### src/rtl/pipelined_csel_adder.sv
`default_nettype none
// ============================================================================
// Module   : pipelined_csel_adder
// Brief    : Pipelined carry-select adder/subtractor, one BLOCK-bit slice per
//            stage, valid/ready on both sides. Define OVERFLOW_FLAG_EN to add
//            the registered signed-overflow output ovf.
// Revision : 1.0  initial release
// ============================================================================
module pipelined_csel_adder #(
  parameter int WIDTH = 16,
  parameter int BLOCK = 4
) (
  input  logic             clk,
  input  logic             rst,
  input  logic [WIDTH-1:0] a,
  input  logic [WIDTH-1:0] b,
  input  logic             cin,
  input  logic             sub,
  input  logic             in_valid,
  output logic             in_ready,
  output logic [WIDTH-1:0] s,
  output logic             cout,
  output logic             out_valid,
  input  logic             out_ready
`ifdef OVERFLOW_FLAG_EN
  ,
  output logic             ovf
`endif
);

  localparam int NBLK = WIDTH / BLOCK;

  logic             w_adv;

  // Per-stage inputs: operands, partial sum so far, incoming carry, valid
  logic [WIDTH-1:0] w_stg_a [NBLK];
  logic [WIDTH-1:0] w_stg_b [NBLK];
  logic [WIDTH-1:0] w_stg_s [NBLK];
  logic             w_stg_c [NBLK];
  logic             w_stg_v [NBLK];
  logic [WIDTH-1:0] w_nxt_s [NBLK];
  logic             w_nxt_c [NBLK];

  logic [WIDTH-1:0] r_a [NBLK];
  logic [WIDTH-1:0] r_b [NBLK];
  logic [WIDTH-1:0] r_s [NBLK];
  logic             r_c [NBLK];
  logic             r_v [NBLK];

  // The last stage register doubles as the output register, so a stall there
  // freezes the whole pipe.
  assign w_adv     = !r_v[NBLK-1] | out_ready;
  assign in_ready  = w_adv;
  assign out_valid = r_v[NBLK-1];
  assign s         = r_s[NBLK-1];
  assign cout      = r_c[NBLK-1];

  for (genvar k = 0; k < NBLK; k++) begin : g_stage
    localparam int               LO         = k * BLOCK;
    localparam logic [WIDTH-1:0] HI_MASK    = {WIDTH{1'b1}} << (LO + BLOCK);
    localparam logic [WIDTH-1:0] SLICE_MASK = {{(WIDTH-BLOCK){1'b0}}, {BLOCK{1'b1}}} << LO;

    logic [BLOCK:0] w_sum0;
    logic [BLOCK:0] w_sum1;
    logic [BLOCK:0] w_sel;

    if (k == 0) begin : g_head
      assign w_stg_a[k] = a;
      assign w_stg_b[k] = sub ? ~b : b;
      assign w_stg_c[k] = sub | cin;
      assign w_stg_s[k] = '0;
      assign w_stg_v[k] = in_valid;
    end else begin : g_body
      assign w_stg_a[k] = r_a[k-1];
      assign w_stg_b[k] = r_b[k-1];
      assign w_stg_c[k] = r_c[k-1];
      assign w_stg_s[k] = r_s[k-1];
      assign w_stg_v[k] = r_v[k-1];
    end

    // Both carry hypotheses are formed in parallel; the incoming carry only selects.
    assign w_sum0 = {1'b0, w_stg_a[k][LO +: BLOCK]} + {1'b0, w_stg_b[k][LO +: BLOCK]};
    assign w_sum1 = {1'b0, w_stg_a[k][LO +: BLOCK]} + {1'b0, w_stg_b[k][LO +: BLOCK]}
                  + {{BLOCK{1'b0}}, 1'b1};
    assign w_sel  = w_stg_c[k] ? w_sum1 : w_sum0;

    assign w_nxt_s[k] = (w_stg_s[k] & ~SLICE_MASK)
                      | ({{(WIDTH-BLOCK){1'b0}}, w_sel[BLOCK-1:0]} << LO);
    assign w_nxt_c[k] = w_sel[BLOCK];

    always_ff @(posedge clk) begin
      if (rst) begin
        r_v[k] <= 1'b0;
        r_s[k] <= '0;
        r_c[k] <= 1'b0;
        r_a[k] <= '0;
        r_b[k] <= '0;
      end else if (w_adv) begin
        r_v[k] <= w_stg_v[k];
        if (w_stg_v[k]) begin
          r_s[k] <= w_nxt_s[k];
          r_c[k] <= w_nxt_c[k];
          r_a[k] <= w_stg_a[k] & HI_MASK;
          r_b[k] <= w_stg_b[k] & HI_MASK;
        end
      end
    end
  end

`ifdef OVERFLOW_FLAG_EN
  // Operand sign bits ride in the upper operand pipeline until the last slice.
  logic w_ovf;
  logic r_ovf;

  assign w_ovf = (w_stg_a[NBLK-1][WIDTH-1] == w_stg_b[NBLK-1][WIDTH-1])
               & (w_nxt_s[NBLK-1][WIDTH-1] != w_stg_a[NBLK-1][WIDTH-1]);

  always_ff @(posedge clk) begin
    if (rst) begin
      r_ovf <= 1'b0;
    end else if (w_adv && w_stg_v[NBLK-1]) begin
      r_ovf <= w_ovf;
    end
  end

  assign ovf = r_ovf;
`endif

endmodule
`default_nettype wire

### config.mk
export PLATFORM = sky130hd
export DESIGN_NAME = pipelined_csel_adder
export DESIGN_NICKNAME = d
export VERILOG_FILES = /design/src/rtl/pipelined_csel_adder.sv
export SDC_FILE = /design/constraint.sdc
export NUM_CORES = 1
export LEC_CHECK = 0
export ABC_AREA = 0
export CORE_MARGIN = 2
export CORE_UTILIZATION = 50
export DETAILED_ROUTE_END_ITERATION = 12
export PLACE_DENSITY = 0.82
export SLEW_MARGIN = 20
export SYNTH_ARGS = -nofsm -noshare
export SYNTH_HDL_FRONTEND = slang
export SYNTH_SLANG_ARGS = --single-unit
### constraint.sdc
create_clock -name clk -period 3.4 [get_ports clk]
set_clock_uncertainty 0.15 [all_clocks]
set_input_delay 1.02 -clock clk [delete_from_list [all_inputs] [get_ports clk]]
set_output_delay 1.02 -clock clk [all_outputs]
set_load 0.005 [all_outputs]
### After elaboration in Yosys (flattened, before gate mapping)

Memory sizes are Yosys's and may differ from the RTL's.
Cells that the tools add are included.

* register bits after elaboration: 0
* bits in writable memories: 168
* input port bits: 38
* memories: 5

* $add $sub $neg: 8
* muxes and demuxes: 46
* bitwise gates (word level): 26
* reduce and logical (&&, ||, !) cells: 1

Memory list
* r_s: words 4, width 16, read ports 4, clocked after memory_dff 0, wr ports 4, RTL line 46 `logic [WIDTH-1:0] r_s [NBLK];`
* r_a: words 4, width 12, read ports 3, clocked after memory_dff 0, wr ports 4, RTL line 44 `logic [WIDTH-1:0] r_a [NBLK];`
* r_b: words 4, width 12, read ports 3, clocked after memory_dff 0, wr ports 4, RTL line 45 `logic [WIDTH-1:0] r_b [NBLK];`
* r_c: words 4, width 1, read ports 4, clocked after memory_dff 0, wr ports 4, RTL line 47 `logic r_c [NBLK];`
* r_v: words 4, width 1, read ports 4, clocked after memory_dff 0, wr ports 4, RTL line 48 `logic r_v [NBLK];`

Operators by type and width (count)
* $mux W12: 8
* $mux W16: 5
* $mux W1: 29
* $or A1 B1 Y1: 22
* $add A4 B4 Y5: 4
* $add A5 B1 Y5 const B: 4
* $mux W5: 4
* $not A16 Y16: 1
* $or A12 B16 Y16: 1
* $or A16 B12 Y16: 1
* $or A16 B8 Y16: 1
* $logic_not A1 Y1: 1

### Longest topological paths before layout

An unclocked memory read counts as a cell.

* word-level depth: 7
* depth in mapped cells: 10
* mapped depth without buffers: 9

### Least setup slack after synthesis

Ideal clock, no wire load.

* path type: input -> register
* start point: input sub
* end point: memory r_s[0][3] (data pin)
* library setup time: 0.255 ns
* arrival: 2.937 ns
* path slack: 0.058 ns
* cell stages on the path: 9
* path buffers: 2
* cell sequence: buf_2 > buf_2 > xor2_1 > ha_1 > fa_1 > xnor2_1 > nor3_1 > xnor3_1 > and2_1

RTL lines
* start, declared: RTL line 18 `input logic sub,`
* end, declared: RTL line 46

### Worst setup path after layout

* start point: input out_ready
* end point: output in_ready

* cells in the longest elaborated chain, start to end: 1

RTL lines
* start, declared: RTL line 24 `input logic out_ready`
* $or A1 B1 Y1: RTL line 52 `assign w_adv = !r_v[NBLK-1] | out_ready;`
* end, declared: RTL line 20 `output logic in_ready,`

No other way between the ends.

==> impl_metrics.json <==
{
  "relSlewSlack_pct": 58.5,
  "cp_slowest_stage_delay_ns": 0.50,
  "hp-class": "flip-flop to flip-flop",
  "outcome": "completed",
  "arrival_ns": 2.10,
  "critPathTopFamily": "buffers and inverters",
  "worst_path_max_delay_cell": "clkdlybuf4s50_1",
  "grt.total_usage_pct": 15.9,
  "crit_path_max_fanout": 2,
  "synth-main-ff-cell": "edfxtp_1",
  "reg2reg_slack_ns": 0.75,
  "stdcell_count": 579,
  "std_cell_rows": 35,
  "power_density_nw_per_um2": 452,
  "endpoint_kind": "output pin",
  "r2r_cells": 9,
  "grt_pass1_wl_um": 12800,
  "layout_commonest_cell": "edfxtp_1",
  "slew_violations": 0,
  "cts_sinks": 96,
  "ant_nets": 0,
  "diodes": 0,
  "antenna_found_initial": 0,
  "postCtsHoldBufs": 0,
  "finalSetupViolCount": 0,
  "chipHeight_um": 101,
  "ys_async_sr_fraction_pct": 0,
  "synth-edff-count": 96,
  "final.period_utilization_pct": 96.2,
  "root_buffer": "clkbuf_8",
  "dp_hpwl_um": 5590,
  "start_util_pct": 51.4,
  "post_cts_resized": 0,
  "setup_tns_ns": 0,
  "via_per_inst": 5.18,
  "drive_above_1_share_pct": 8.44,
  "cp.required_ns": 2.23,
  "cp_common_cell": "clkdlybuf4s50_1",
  "dieArea_um2": 10300,
  "crit_chain": "clkdlybuf4s50_1, nand2b_1, clkdlybuf4s50_1",
  "wire_per_inst_um": 13.2,
  "fin_crit_ns": 3.27,
  "ios": 57,
  "synthTopCellsByArea": "edfxtp_1, and3_1, ha_1",
  "clk_pin_slew_ns": 0.08,
  "dp_cells": 563,
  "syn_nets": 439,
  "min_path_cells": 1,
  "seq_area_frac_synth_pct": 60.7,
  "synth.avg_cell_area_um2": 12.6,
  "cp-start-kind": "input pin",
  "hold_viol_final": 0,
  "grt_pass1_vias": 2934,
  "tightest_slew_ns": 0.623,
  "drt_pass1_iterations": 4,
  "critPathKind": "input pin to output pin",
  "rsz0062_at_grt": "no",
  "overflow": 0,
  "ir_drop_uv": 240,
  "via_count": 3000,
  "cts_made_buffers": 9,
  "worst_r2r_endpoint": "r_c[1][0]",
  "drc": 0,
  "area_delta_synth_final_pct": 20.8,
  "drv_cap": 0,
  "fp.dieW_um": 101,
  "rr_startpoint": "r_b[0][16]",
  "worstHoldEndpoint": "r_s[2][5]",
  "synth.distinct_cells": 37,
  "drt_iter0_markers": 160,
  "min-delay-start": "r_s[1][5]",
  "synth_cells": 377,
  "htree_levels": 3,
  "portBuffers": 56,
  "cts_tree": "yes",
  "layout_common_cells": "edfxtp_1, clkdlybuf4s50_1, and3_1",
  "final_util_pct": 62.1,
  "ys_ff_latch": 96,
  "crit_buf_inv": 2,
  "nets": 507,
  "gp_congestion": 0.894,
  "core_um2": 9240,
  "grt_max_degree": 30,
  "netlist_area_um2": 4750,
  "insertion_delay_ns": 0.35,
  "synth_top_area_share_pct": 60.7,
  "post-cts-setup-buffers": 0,
  "power_leakage_nw": 2.34,
  "ys_warn_count": 0,
  "netlist.top_cell.by_area": "edfxtp_1",
  "maxClockFrequency_ghz": 0.306,
  "wl_um": 7650,
  "clk_path_buf_depth": 2
}
[registers in the layout, summed over array words and instances, names as in the netlist]
register	cells
r_c	4
r_v	4
r_a	24
r_s	40
r_b	24
[Yosys cell counts, drive strengths merged, types with 4 or more instances]
cell,instances
edfxtp,96
and3,48
nor2,33
ha,20
inv,20
a21oi,19
xnor2,19
and2,18
nand2,13
o21ai,12
nor3,10
a21o,8
clkbuf,8
xor2,8
buf,6
or3,5
fa,4
nand3,4
[layout make-up]
class	instances	area, um^2
well taps	129	161
clock inverters	6	83.8
multi-input cells	247	1730
inverters	20	75.1
repair buffers	71	673
fillers	702	3510
flip-flops and latches	96	2880
clock buffers	10	128
[worst max path at each step]
stage	startpoint	end	slack [ns]	depth (start not counted)
floorplan	sub	r_s[0][3]	0.06	9
global placement	sub	r_c[0][0]	-0.07	9
detailed placement	sub	r_s[0][3]	-0.15	8
CTS	out_ready	in_ready	0.12	3
global route	out_ready	in_ready	0.08	3
finish	out_ready	in_ready	0.13	3
[cells by family (layout without fill, tap and decap cells)]
family | count (synthesis) | in the layout | share of synthesized area (%)
buffers and inverters | 34 | 107 | 2.85
AO/OA/AOI/OAI | 53 | 53 | 7.48
AND/OR/NAND/NOR | 142 | 142 | 16.1
XOR/XNOR | 28 | 28 | 5.93
flip-flops | 96 | 96 | 60.7
adder cells (fa/ha/maj) | 24 | 24 | 6.96
[power breakdown]
group | switching (mW) | internal (mW) | leakage (nW) | total [mW]
combinational | 0.198 | 0.195 | 1.21 | 0.393
sequential | 0.0279 | 1.39 | 1.03 | 1.42
clock | 0.371 | 0.411 | 0.0999 | 0.782
[per-stage QoR]
step	area, um^2	hold slack (ns)	setup WS, ns	total power [mW]
2_1_floorplan	4750	0.347	0.0584	1.69
3_3_place_gp	5520	0.352	-0.0676	1.81
3_5_place_dp	5520	0.354	-0.154	1.83
4_1_cts	5730	0.376	0.117	2.61
5_1_grt	5730	0.410	0.0800	2.70
6_report	5730	0.375	0.129	2.59
[per-layer routing]
layer | wire [um] | GRT usage [%]
met1 | 3390 | 19.0
met2 | 3890 | 28.7
met3 | 253 | 2.28
met4 | 119 | 6.65
met5 | 0 | 0
(Power assumes the default switching activity.)
